<file path="config.mk">
export PLATFORM = sky130hd
export DESIGN_NAME = fp_alu_host
export DESIGN_NICKNAME = d
export VERILOG_FILES = /design/src/rtl/fp_alu_pkg.sv /design/src/rtl/fp_alu_host.sv
export SDC_FILE = /design/constraint.sdc
export NUM_CORES = 1
export LEC_CHECK = 0
export CORE_MARGIN = 3
export CORE_UTILIZATION = 50
export CTS_CLUSTER_DIAMETER = 120
export CTS_CLUSTER_SIZE = 16
export DETAILED_ROUTE_END_ITERATION = 7
export PLACE_DENSITY = 0.76
export SYNTH_ARGS = -nofsm -noshare
export SYNTH_HDL_FRONTEND = slang
export SYNTH_SLANG_ARGS = --single-unit
</file>
<file path="constraint.sdc">
create_clock -name clk -period 2.34 [get_ports clk]
set_input_delay 0.468 -clock clk [delete_from_list [all_inputs] [get_ports clk]]
set_output_delay 0.468 -clock clk [all_outputs]
set_load 0.1 [all_outputs]
</file>
<file path="src/rtl/fp_alu_pkg.sv">
// Shared types and constants for the host side of the byte-serial FP32 add/sub ALU link.
package fp_alu_pkg;

    typedef enum logic [2:0] {
        ST_IDLE,
        ST_START,
        ST_SEND,
        ST_WAIT_DONE,
        ST_RECV,
        ST_RESP,
        ST_FAULT
    } state_t;

    localparam int OPERAND_BYTES = 4;
    localparam int SEND_BYTES    = 8;
    localparam int RESULT_BYTES  = 4;

    localparam logic OP_ADD = 1'b0;
    localparam logic OP_SUB = 1'b1;

    // Byte idx of the outbound stream: A low byte first, then B low byte first.
    function automatic logic [7:0] send_byte(input logic [31:0] a,
                                             input logic [31:0] b,
                                             input logic [2:0]  idx);
        logic [2*OPERAND_BYTES*8-1:0] pair;
        pair = {b, a};
        return pair[{idx, 3'b000} +: 8];
    endfunction

endpackage

</file>
<file path="src/rtl/fp_alu_host.sv">
// Host initiator: takes a wide add/sub request, serialises it to the FP32 ALU,
// collects the 4 result bytes and returns them on a one-cycle response strobe.
module fp_alu_host
    import fp_alu_pkg::*;
#(
    parameter int TIMEOUT_CYCLES = 16
)
(
    input  logic        clk,
    input  logic        rst_n,
    input  logic        req_valid,
    output logic        req_ready,
    input  logic [31:0] req_a,
    input  logic [31:0] req_b,
    input  logic        req_op,
    output logic        resp_valid,
    output logic [31:0] resp_result,
    output logic        resp_error,
    output logic        alu_start,
    output logic [7:0]  alu_in,
    output logic        alu_opcode,
    input  logic        alu_done,
    input  logic [7:0]  alu_out
);

    // Request handshake: a transfer happens on a rising edge where req_valid
    // and req_ready are both high; req_ready is high only in IDLE, so a request
    // presented elsewhere simply waits and is never dropped.

    localparam int             TW        = $clog2(TIMEOUT_CYCLES + 1);
    localparam logic [TW-1:0]  T_LAST    = TW'(TIMEOUT_CYCLES - 1);
    localparam logic [2:0]     SEND_LAST = 3'(SEND_BYTES - 1);
    localparam logic [1:0]     RECV_LAST = 2'(RESULT_BYTES - 1);

    state_t         state_q, state_d;
    logic [31:0]    a_q, a_d;
    logic [31:0]    b_q, b_d;
    logic [31:0]    rbuf_q, rbuf_d;
    logic [2:0]     cnt_q, cnt_d;
    logic [1:0]     rcnt_q, rcnt_d;
    logic [TW-1:0]  tcnt_q, tcnt_d;

    logic           req_ready_d;
    logic           resp_valid_d;
    logic [31:0]    resp_result_d;
    logic           resp_error_d;
    logic           alu_start_d;
    logic [7:0]     alu_in_d;
    logic           alu_opcode_d;

    always_comb begin
        state_d       = state_q;
        a_d           = a_q;
        b_d           = b_q;
        rbuf_d        = rbuf_q;
        cnt_d         = cnt_q;
        rcnt_d        = rcnt_q;
        tcnt_d        = tcnt_q;
        resp_valid_d  = 1'b0;
        resp_result_d = resp_result;
        resp_error_d  = resp_error;
        alu_start_d   = 1'b0;
        alu_in_d      = alu_in;
        alu_opcode_d  = alu_opcode;

        unique case (state_q)
            ST_IDLE: begin
                if (req_valid && req_ready) begin
                    a_d          = req_a;
                    b_d          = req_b;
                    alu_opcode_d = req_op;
                    alu_start_d  = 1'b1;
                    state_d      = ST_START;
                end
            end
            ST_START: begin
                alu_in_d = send_byte(a_q, b_q, 3'd0);
                cnt_d    = 3'd0;
                state_d  = ST_SEND;
            end
            ST_SEND: begin
                if (cnt_q == SEND_LAST) begin
                    alu_in_d = 8'h00;
                    tcnt_d   = '0;
                    state_d  = ST_WAIT_DONE;
                end else begin
                    cnt_d    = cnt_q + 3'd1;
                    alu_in_d = send_byte(a_q, b_q, cnt_q + 3'd1);
                end
            end
            ST_WAIT_DONE: begin
                if (alu_done) begin
                    rcnt_d  = 2'd0;
                    state_d = ST_RECV;
                end else if (tcnt_q == T_LAST) begin
                    resp_valid_d  = 1'b1;
                    resp_error_d  = 1'b1;
                    resp_result_d = 32'h0;
                    state_d       = ST_FAULT;
                end else begin
                    tcnt_d = tcnt_q + 1'b1;
                end
            end
            ST_RECV: begin
                rbuf_d[{rcnt_q, 3'b000} +: 8] = alu_out;
                if (rcnt_q == RECV_LAST) begin
                    resp_valid_d  = 1'b1;
                    resp_error_d  = 1'b0;
                    resp_result_d = {alu_out, rbuf_q[23:0]};
                    state_d       = ST_RESP;
                end else begin
                    rcnt_d = rcnt_q + 2'd1;
                end
            end
            ST_RESP: begin
                alu_opcode_d = 1'b0;
                state_d      = ST_IDLE;
            end
            // The ALU may still be mid-frame, so the link stays dead until rst_n.
            ST_FAULT: begin
                state_d = ST_FAULT;
            end
            default: begin
                state_d = ST_IDLE;
            end
        endcase

        req_ready_d = (state_d == ST_IDLE);
    end

    always_ff @(posedge clk or negedge rst_n) begin
        if (!rst_n) begin
            state_q     <= ST_IDLE;
            a_q         <= 32'h0;
            b_q         <= 32'h0;
            rbuf_q      <= 32'h0;
            cnt_q       <= 3'd0;
            rcnt_q      <= 2'd0;
            tcnt_q      <= '0;
            req_ready   <= 1'b0;
            resp_valid  <= 1'b0;
            resp_result <= 32'h0;
            resp_error  <= 1'b0;
            alu_start   <= 1'b0;
            alu_in      <= 8'h00;
            alu_opcode  <= 1'b0;
        end else begin
            state_q     <= state_d;
            a_q         <= a_d;
            b_q         <= b_d;
            rbuf_q      <= rbuf_d;
            cnt_q       <= cnt_d;
            rcnt_q      <= rcnt_d;
            tcnt_q      <= tcnt_d;
            req_ready   <= req_ready_d;
            resp_valid  <= resp_valid_d;
            resp_result <= resp_result_d;
            resp_error  <= resp_error_d;
            alu_start   <= alu_start_d;
            alu_in      <= alu_in_d;
            alu_opcode  <= alu_opcode_d;
        end
    end

endmodule

</file>
Word-level counts from Yosys, hierarchy flattened

Cells that the tools add are included.

Bits in registers: 154
Output and inout port bits: 45
Input port bits: 77
Word-level logic and storage cells: 86

Mux-type cells: 34
Equality and inequality tests: 18
Add/sub/neg operators: 4
Reductions and logical operators: 13
Shift operators: 3

Operators with widths:

| cell                                                                    | number |
|---|---|
| 32-bit 2-to-1 mux                                                       | 3 |
| 32-bit one-hot mux with 2 select lines                                  | 1 |
| 64-bit by 7-bit indexed part select with 8-bit output                   | 1 |
| 32-bit bitwise mux                                                      | 1 |
| 8-bit by 7-bit variable shift with 32-bit output (first input constant) | 1 |
| 8-bit by 7-bit indexed part select with 32-bit output                   | 1 |
| 3-bit 2-to-1 mux                                                        | 6 |
| 2-bit != test (second input constant)                                   | 9 |
| 3-bit one-hot mux with 6 select lines                                   | 1 |
| 8-bit one-hot mux with 2 select lines                                   | 1 |
| 5-bit 2-to-1 mux                                                        | 3 |
| 3-bit equality test (second input constant)                             | 4 |
| 5-bit one-hot mux with 2 select lines                                   | 1 |
| 1-bit 2-to-1 mux                                                        | 9 |
| 8-bit 2-to-1 mux                                                        | 1 |
| 4-bit AND reduction                                                     | 2 |
| 2-bit nonzero test                                                      | 4 |
| 5-bit negator with 7-bit output                                         | 1 |
| 3-bit by 2-bit equality test with 1-bit output (second input constant)  | 2 |
| 3-bit logical NOT                                                       | 2 |
| 1-bit one-hot mux with 2 select lines                                   | 3 |
| 3-bit one-hot mux with 2 select lines                                   | 1 |
| 2-bit AND reduction                                                     | 3 |
| 5-bit by 1-bit adder with 5-bit output (second input constant)          | 1 |
| 9 further kinds                                                         | 10 |

Logic depth before layout (Yosys ltp)

Gate-level depths: netlist of run 1.

Depth after elaboration: 5
Gate-level depth with buffers: 7
Depth with buffers taken out: 6

Least setup slack after synthesis of run 1

Ideal clock, no wire load.

Kind: register to register
Start point: reg req_ready
End point: reg a_q[18]
Data arrival time: 1.927 ns
Period minus slack after synthesis: 2.052 ns
Setup time: 0.125 ns
Required time: 2.215 ns
Path buffers: 3
Path slack: 0.288 ns
Stages on the path, launching flop included: 6
Path through: dfrtp_1 -> and4_1 -> buf_4 -> buf_6 -> buf_8 -> mux2_4

Cells in the longest elaborated chain, start to end: 2

RTL lines:

| what                                 | line               | source |
|---|---|---|
| from (decl)                          | fp_alu_host.sv:12  | `output logic req_ready,` |
| from (signal assigned)               | fp_alu_host.sv:155 | `req_ready <= req_ready_d;` |
| 1-bit logical AND                    | fp_alu_host.sv:68  | `if (req_valid && req_ready) begin` |
| 2-bit AND reduction (no source line) | --                 |  |
| to (signal assigned)                 | fp_alu_host.sv:134 | `a_q <= 32'h0;` |
| to (signal assigned)                 | fp_alu_host.sv:149 | `a_q <= a_d;` |
| to (decl)                            | fp_alu_host.sv:36  | `logic [31:0] a_q, a_d;` |

Every way passes these cells.
A chain may end at the register's enable or synchronous reset.

Worst setup path in the final report of run 1

Start point: reg tcnt_q[0]
End point: reg tcnt_q[4]

Cells in the longest elaborated chain, start to end: 4
Elaborated cells on any way between the ends: 7
Classes of those cells: add/sub (1); eq/ne (2); mux (3); reduce/logical (1)

RTL lines:

| what                                   | line               | source |
|---|---|---|
| from (decl)                            | fp_alu_host.sv:41  | `logic [TW-1:0] tcnt_q, tcnt_d;` |
| from (signal assigned)                 | fp_alu_host.sv:154 | `tcnt_q <= tcnt_d;` |
| 5-bit by 1-bit adder with 5-bit output | fp_alu_host.sv:101 | `tcnt_d = tcnt_q + 1'b1;` |
| 5-bit 2-to-1 mux                       | fp_alu_host.sv:95  | `end else if (tcnt_q == T_LAST) begin` |
| 5-bit 2-to-1 mux                       | fp_alu_host.sv:92  | `if (alu_done) begin` |
| 5-bit one-hot mux with 2 select lines  | fp_alu_host.sv:66  | `unique case (state_q)` |

Several ways; a longest one is shown, not always the timed one. The select of a mux whose other input is x is not followed.

==> results of run 1 <==
-- cell type report --
type	instances	share of cell area [%]
Clock inverter	11	2.35
Clock buffer	20	5.17
Multi-Input combinational cell	365	32.4
Tap cell	176	2.49
Timing Repair Buffer	137	14.4
Sequential cell	146	41.3
Inverter	43	1.83
-- power by group --
part,switching (mW),internal [mW],leakage [nW]
sequential,0.767,3.74,1.71
clock,1.02,2.04,0.326
combinational,4.67,2.48,2.18
-- path summary, 6_finish.rpt --
path | endpoint | cells after the start | startpoint
max | tcnt_q[4]$_DFFE_PN0P_ | 6 | tcnt_q[0]$_DFFE_PN0P_
min in group clk | rbuf_q[3]$_DFFE_PN0P_ | 2 | rbuf_q[3]$_DFFE_PN0P_
max reg2reg | tcnt_q[4]$_DFFE_PN0P_ | 6 | tcnt_q[0]$_DFFE_PN0P_
min reg2reg | rbuf_q[3]$_DFFE_PN0P_ | 2 | rbuf_q[3]$_DFFE_PN0P_
min | state_q[0]$_DFF_PN0_ | 1 | rst_n
max in group asynchronous | b_q[14]$_DFFE_PN0P_ | 2 | rst_n
-- through the flow --
step	util, %	instance area, sq um	hold slack, ns
floorplan	-	6920	0.172
global placement	61.0	8170	0.465
detailed placement	61.0	8170	0.471
CTS	65.9	8840	0.0420
global route	65.9	8840	0.0706
finish	65.9	8840	0.0381
-- cells in the final DEF (no fill, tap or decap), types with 2 or more instances in the layout --
cell type / netlist / final
a211oi_1: 2 / 2
a22o_1: 2 / 2
a21oi_1: 3 / 3
o311ai_0: 8 / 8
o21bai_1: 2 / 2
clkbuf_16: 0 / 17
a22oi_1: 2 / 2
nor3b_1: 2 / 2
nand4bb_1: 3 / 3
clkbuf_8: 0 / 2
o2bb2ai_1: 3 / 3
nor2b_1: 8 / 8
o22ai_1: 16 / 16
mux2i_1: 36 / 36
clkdlybuf4s50_1: 0 / 75
mux2_4: 16 / 16
o21ai_0: 39 / 39
buf_12: 0 / 4
and3b_1: 9 / 9
ha_1: 9 / 9
clkinv_2: 0 / 4
nand2_1: 93 / 93
buf_4: 11 / 57
nand2b_1: 6 / 6
nor2_1: 3 / 3
nand3b_1: 2 / 2
inv_1: 43 / 43
mux2_2: 80 / 80
dfrtp_1: 146 / 146
bufinv_16: 0 / 6
-- sequential cells by signal, indices dropped and copies added, names as in the netlist, 2 cells and up --
signal / cells
tcnt_q: 5
rbuf_q: 24
alu_in: 8
cnt_q: 3
rcnt_q: 2
b_q: 32
a_q: 32
state_q: 3
resp_result: 32
-- routing by layer --
metal | GRT usage [%] | wire (um) | part of all wire, %
met5 | 0 | 0 | 0
met4 | 7.68 | 273 | 1.8
met3 | 6.63 | 953 | 6.4
met2 | 34.6 | 7330 | 49
met1 | 26.6 | 6410 | 43
-- cells in the mapped netlist (all sizes together), types with 2 or more instances --
master,n
nand3b,2
clkbuf,11
mux2i,36
o22ai,16
mux2,97
a21oi,4
o311ai,8
nor2,4
o21bai,2
a211oi,2
and3b,9
ha,9
nor3b,4
a22o,2
buf,24
o2bb2ai,3
nand4bb,3
nand2,93
nand2b,6
inv,43
a22oi,3
o21ai,39
nor2b,8
dfrtp,146
-- worst register-to-register path: stages, from the launching register on --
cell and delay (ns):
dfrtp_1 0.40, ha_1 0.22, and3_1 0.19, ha_1 0.20, or3b_1 0.43, a21oi_2 0.24, mux2_1 0.34
-- cell families after synthesis --
family                   count (synthesis)
buffers and inverters                   78
flip-flops                             146
AO/OA/AOI/OAI                           84
multiplexers                           133
XOR/XNOR                                 1
adder cells (fa/ha/maj)                  9
AND/OR/NAND/NOR                        138
==> results.yml, run 1 <==
sta:
  skew_ns: 0.00561
  min_period_over_period_pct: 91.0
  fin_ws_ns: 0.210
  worst-slew-pin-transition_ns: 0.589
  rsz0062_at_grt: "false"
  slew-limit-headroom_pct: 60.8
  fin_tns_setup_ns: 0
  finalHoldViolCount: 0
  slew_viol_final: 0
  clock.fmax_mhz: 469
  post-route-min-period_ns: 2.13
  finalSetupViolations: 0
route:
  dr_total_vias: 4778
  drt_iter0_drc: 263
  wl_um: 15000
  drcViolationCount: 0
  drt_pre_antenna_iters: 4
  antenna_left: 0
  wl_per_cell_um: 16.7
  viasPerCell: 5.32
final_layout:
  fill_cells: 1016
  finalNetCount: 796
  area_growth_pct: 27.7
  n_antenna_cell: 0
  multi_input_area_sq_um: 2870
  layout-drive-gt1-share_pct: 27.0
  final-seq-area_sq_um: 3650
  fin_cells: 898
worst_setup_path:
  worstPathCellList: "ha_1 > and3_1 > ha_1 > or3b_1 > a21oi_2 > mux2_1"
  max_stage_delay_ns: 0.43
  critPathMaxFanout: 4
  rrSetupSlack_ns: 0.21
  cp.required_ns: 2.64
  cp_top_family: "simple AND/OR/NAND/NOR gates"
  crit_buf_inv: 0
  cp_common_cell: "ha_1"
  endpoint_kind: "flop"
  start_kind: "flop"
  crit_slowest_cell: "or3b_1"
  critPathKind: "reg2reg"
  arrival_ns: 2.43
global_routing:
  overflow: 0
  grt.total_usage_pct: 21.2
  grt_pass1_wl_um: 25000
  antenna_found_initial: 0
  grt_max_degree: 63
  grt_pass1_vias: 5140
floorplanning:
  placeableCoreArea_sq_um: 13400
  die_h_um: 124
  die_x_um: 124
  die_area_sq_um: 15300
  ioPinCount: 122
  initial_utilization_pct: 51.6
  rows: 42
placement:
  portBuffers: 121
  dp_slack_ns: 0.136
  gp_routability_congestion: 0.787
  hpwl_um: 10400
  place_inst: 867
cts:
  htreeDepth: 4
  cts-resized-gates: 0
  cts_made_buffers: 17
  cts_setup_buffers: 0
  clock_latency_ns: 0.42
  ctsHoldBuffers: 0
  clock_sinks: 146
  clk_pin_slew_ns: 0.06
  root_buffer: "clkbuf_16"
  cts_buffer_depth: 2
  cts_tree: "done"
yosys:
  synth-simple-area-share_pct: 10.1
  synth_compound_area_share_pct: 7.71
  synth_nets: 675
  synth_flop_cell: "dfrtp_1"
  synth_area_sq_um: 6920
  synth-xor-area-share_pct: 0.127
  synth_fa_ha_area_share_pct: 1.63
  yosys-top-cells-area: "dfrtp_1, mux2_2, mux2i_1, nand2_1, mux2_4"
  synth-edff-count: 0
  avgSynthCellArea_sq_um: 11.7
  yosysTopAreaCellShare_pct: 52.8
  synthArstFlopShare_pct: 100
  ys_warn_count: 0
  seq_area_frac_synth_pct: 52.8
  syn-instance-count: 589
  synth_mux_area_share_pct: 21.9
  synth_top_family_by_area: "multiplexers"
  yosysTopAreaCell: "dfrtp_1"
  yosys.cell_types.count: 50
  ys_seq_elements: 146
pwr:
  ir_drop_mv: 0.940
  total_power_mw: 14.7
  p_leak_nw: 4.22
  powerDensity_nw_per_um2: 1670
flow_run:
  maxCapViolCount: 0
outcome:
  status: "complete, no violations"
hold_path:
  hold_class: "in2async"
No activity file was read; power rests on OpenSTA's default activity.
==> inputs of run 2 (changes only) <==
--- a/config.mk
+++ b/config.mk
@@ -5,7 +5,7 @@
 export SDC_FILE = /design/constraint.sdc
 export NUM_CORES = 1
 export LEC_CHECK = 0
-export CORE_MARGIN = 3
+export CORE_MARGIN = 5
 export CORE_UTILIZATION = 50
 export CTS_CLUSTER_DIAMETER = 120
 export CTS_CLUSTER_SIZE = 16
==> run 2 against run 1 <==
Critical path depth did not move. Die area grew 6.6%. Total power shrank 1.4%. Final cell count up 0.22%. Clock-buffer cell count did not move. Register-to-register slack improved by 0.02 ns. Combinational power hardly changed. Core utilization decreased by 1.9 points. Global-route usage is 1.4 points lower. Critical endpoint unchanged. Highest routed layer unchanged.
==> results.yml, run 2 (same netlist as run 1, synthesis figures left out) <==
sta:
  slew-limit-headroom_pct: 60.7
  finalHoldViolCount: 0
  worst-slew-pin-transition_ns: 0.586
  fin_ws_ns: 0.225
  skew_ns: 0.00924
  min_period_over_period_pct: 90.4
  post-route-min-period_ns: 2.12
  fin_tns_setup_ns: 0
  rsz0062_at_grt: "false"
  finalSetupViolations: 0
  clock.fmax_mhz: 473
  slew_viol_final: 0
floorplanning:
  rows: 43
  initial_utilization_pct: 50.4
  die_x_um: 128
  die_area_sq_um: 16300
  die_h_um: 128
  ioPinCount: 122
  placeableCoreArea_sq_um: 13700
final_layout:
  reg_top3: "a_q: 32 flops, b_q: 32 flops, resp_result: 32 flops"
  finalNetCount: 795
  final_cell_mix: "dfrtp_1, nand2_1, mux2_2, clkdlybuf4s50_1, buf_4"
  final-seq-area_sq_um: 3650
  fill_cells: 1094
  n_antenna_cell: 0
  final_common_cell: "dfrtp_1"
  fin_cells: 900
  area_growth_pct: 27.0
  layout-drive-gt1-share_pct: 26.8
  multi_input_area_sq_um: 2870
hold_path:
  hold_end: "rbuf_q[18]$_DFFE_PN0P_"
  hold_class: "reg2reg"
  min_from: "rbuf_q[18]$_DFFE_PN0P_"
  hold_depth: 2
placement:
  gp_routability_congestion: 0.812
  dp_slack_ns: 0.135
  portBuffers: 121
  place_inst: 869
  hpwl_um: 10500
global_routing:
  antenna_found_initial: 0
  grt_pass1_vias: 5076
  overflow: 0
  grt.total_usage_pct: 19.8
  grt_pass1_wl_um: 25500
  grt_max_degree: 51
cts:
  cts_tree: "done"
  htreeDepth: 4
  cts-resized-gates: 0
  clock_latency_ns: 0.42
  cts_made_buffers: 17
  root_buffer: "clkbuf_16"
  clock_sinks: 146
  clk_pin_slew_ns: 0.06
  cts_buffer_depth: 2
route:
  wl_per_cell_um: 16.8
  drt_pre_antenna_iters: 4
  dr_total_vias: 4729
  drt_iter0_drc: 232
  drcViolationCount: 0
  wl_um: 15100
  viasPerCell: 5.25
  antenna_left: 0
worst_setup_path:
  rrSetupSlack_ns: 0.22
  max_stage_delay_ns: 0.41
  r2r-start: "tcnt_q[0]$_DFFE_PN0P_"
  arrival_ns: 2.41
  cp_common_cell: "ha_1"
  reg2reg_depth: 6
  worstPathCellList: "ha_1 > and3_1 > ha_1 > or3b_1 > a21oi_2 > mux2_1"
  endpoint_kind: "flop"
  critPathKind: "reg2reg"
  crit_slowest_cell: "dfrtp_1"
  r2r-end: "tcnt_q[4]$_DFFE_PN0P_"
  start_kind: "flop"
  critPathMaxFanout: 4
  cp.required_ns: 2.64
outcome:
  status: "complete, no violations"
pwr:
  powerDensity_nw_per_um2: 1650
  total_power_mw: 14.5
  p_leak_nw: 4.19
  ir_drop_mv: 1.08
flow_run:
  maxCapViolCount: 0
## run 2: cell types whose count changed in the layout (fill, tap and decap cells not counted)
cell | before | now
bufinv_16 | 6 | 4
dlygate4sd3_1 | 0 | 1
clkbuf_8 | 2 | 3
clkbuf_1 | 1 | 0
clkinvlp_4 | 1 | 0
buf_12 | 4 | 3
clkinv_4 | 0 | 2
buf_4 | 57 | 56
## run 2: worst max-delay path: cells and delay by family, from the launching register on
kind	cells	cell delay (ns)
adder cells (fa/ha/maj)	2	0.42
AO/OA/AOI/OAI	1	0.23
multiplexers	1	0.34
flip-flops	1	0.41
AND/OR/NAND/NOR	2	0.59
## run 2: stage by stage
stage	hold slack (ns)	area, sq um	utilization, %
6_report	0.481	8780	64.0
5_1_grt	0.510	8780	64.0
4_1_cts	0.483	8780	64.0
3_5_place_dp	0.397	8150	59.4
3_3_place_gp	0.396	8150	59.4
2_1_floorplan	0.172	6920	-
## run 2: worst max-delay path by stage
stage	start	endpoint	slack (ns)	depth (start not counted)
final	tcnt_q[0]$_DFFE_PN0P_	tcnt_q[4]$_DFFE_PN0P_	0.22	6
after global routing	tcnt_q[0]$_DFFE_PN0P_	tcnt_q[4]$_DFFE_PN0P_	0.12	6
after CTS	tcnt_q[0]$_DFFE_PN0P_	tcnt_q[4]$_DFFE_PN0P_	0.23	6
after detailed placement	alu_done	resp_result[4]$_DFFE_PN0P_	0.13	5
after global placement	alu_done	resp_result[1]$_DFFE_PN0P_	0.21	5
after floorplan	req_ready$_DFF_PN0_	a_q[18]$_DFFE_PN0P_	0.29	5
## run 2: area by class of cell
class	count	share of cell area, %
Clock buffer	20	5.31
Clock inverter	10	1.79
Inverter	43	1.84
Multi-Input combinational cell	365	32.6
Sequential cell	146	41.6
Tap cell	180	2.56
Timing Repair Buffer	136	14.3
## run 2: what timing repair did
item / in CTS / in global routing
hold buffers: 1 / 0
setup buffers: 0 / 0
endpoints found under the hold margin: 36 / 0
## run 2: layer usage
layer  global-route usage, %  wire [um]  up-vias
li1                        -          -     2272
met1                    24.8       6410     2318
met2                    32.7       7420      122
met3                    6.77       1030       17
met4                    5.68        218        0
met5                       0          0        -
## run 2: power breakdown
group	switching (mW)	leakage, nW	total, mW	internal [mW]
logic	4.67	2.17	7.14	2.47
clock network	1.01	0.311	2.86	1.85
registers	0.768	1.71	4.51	3.74
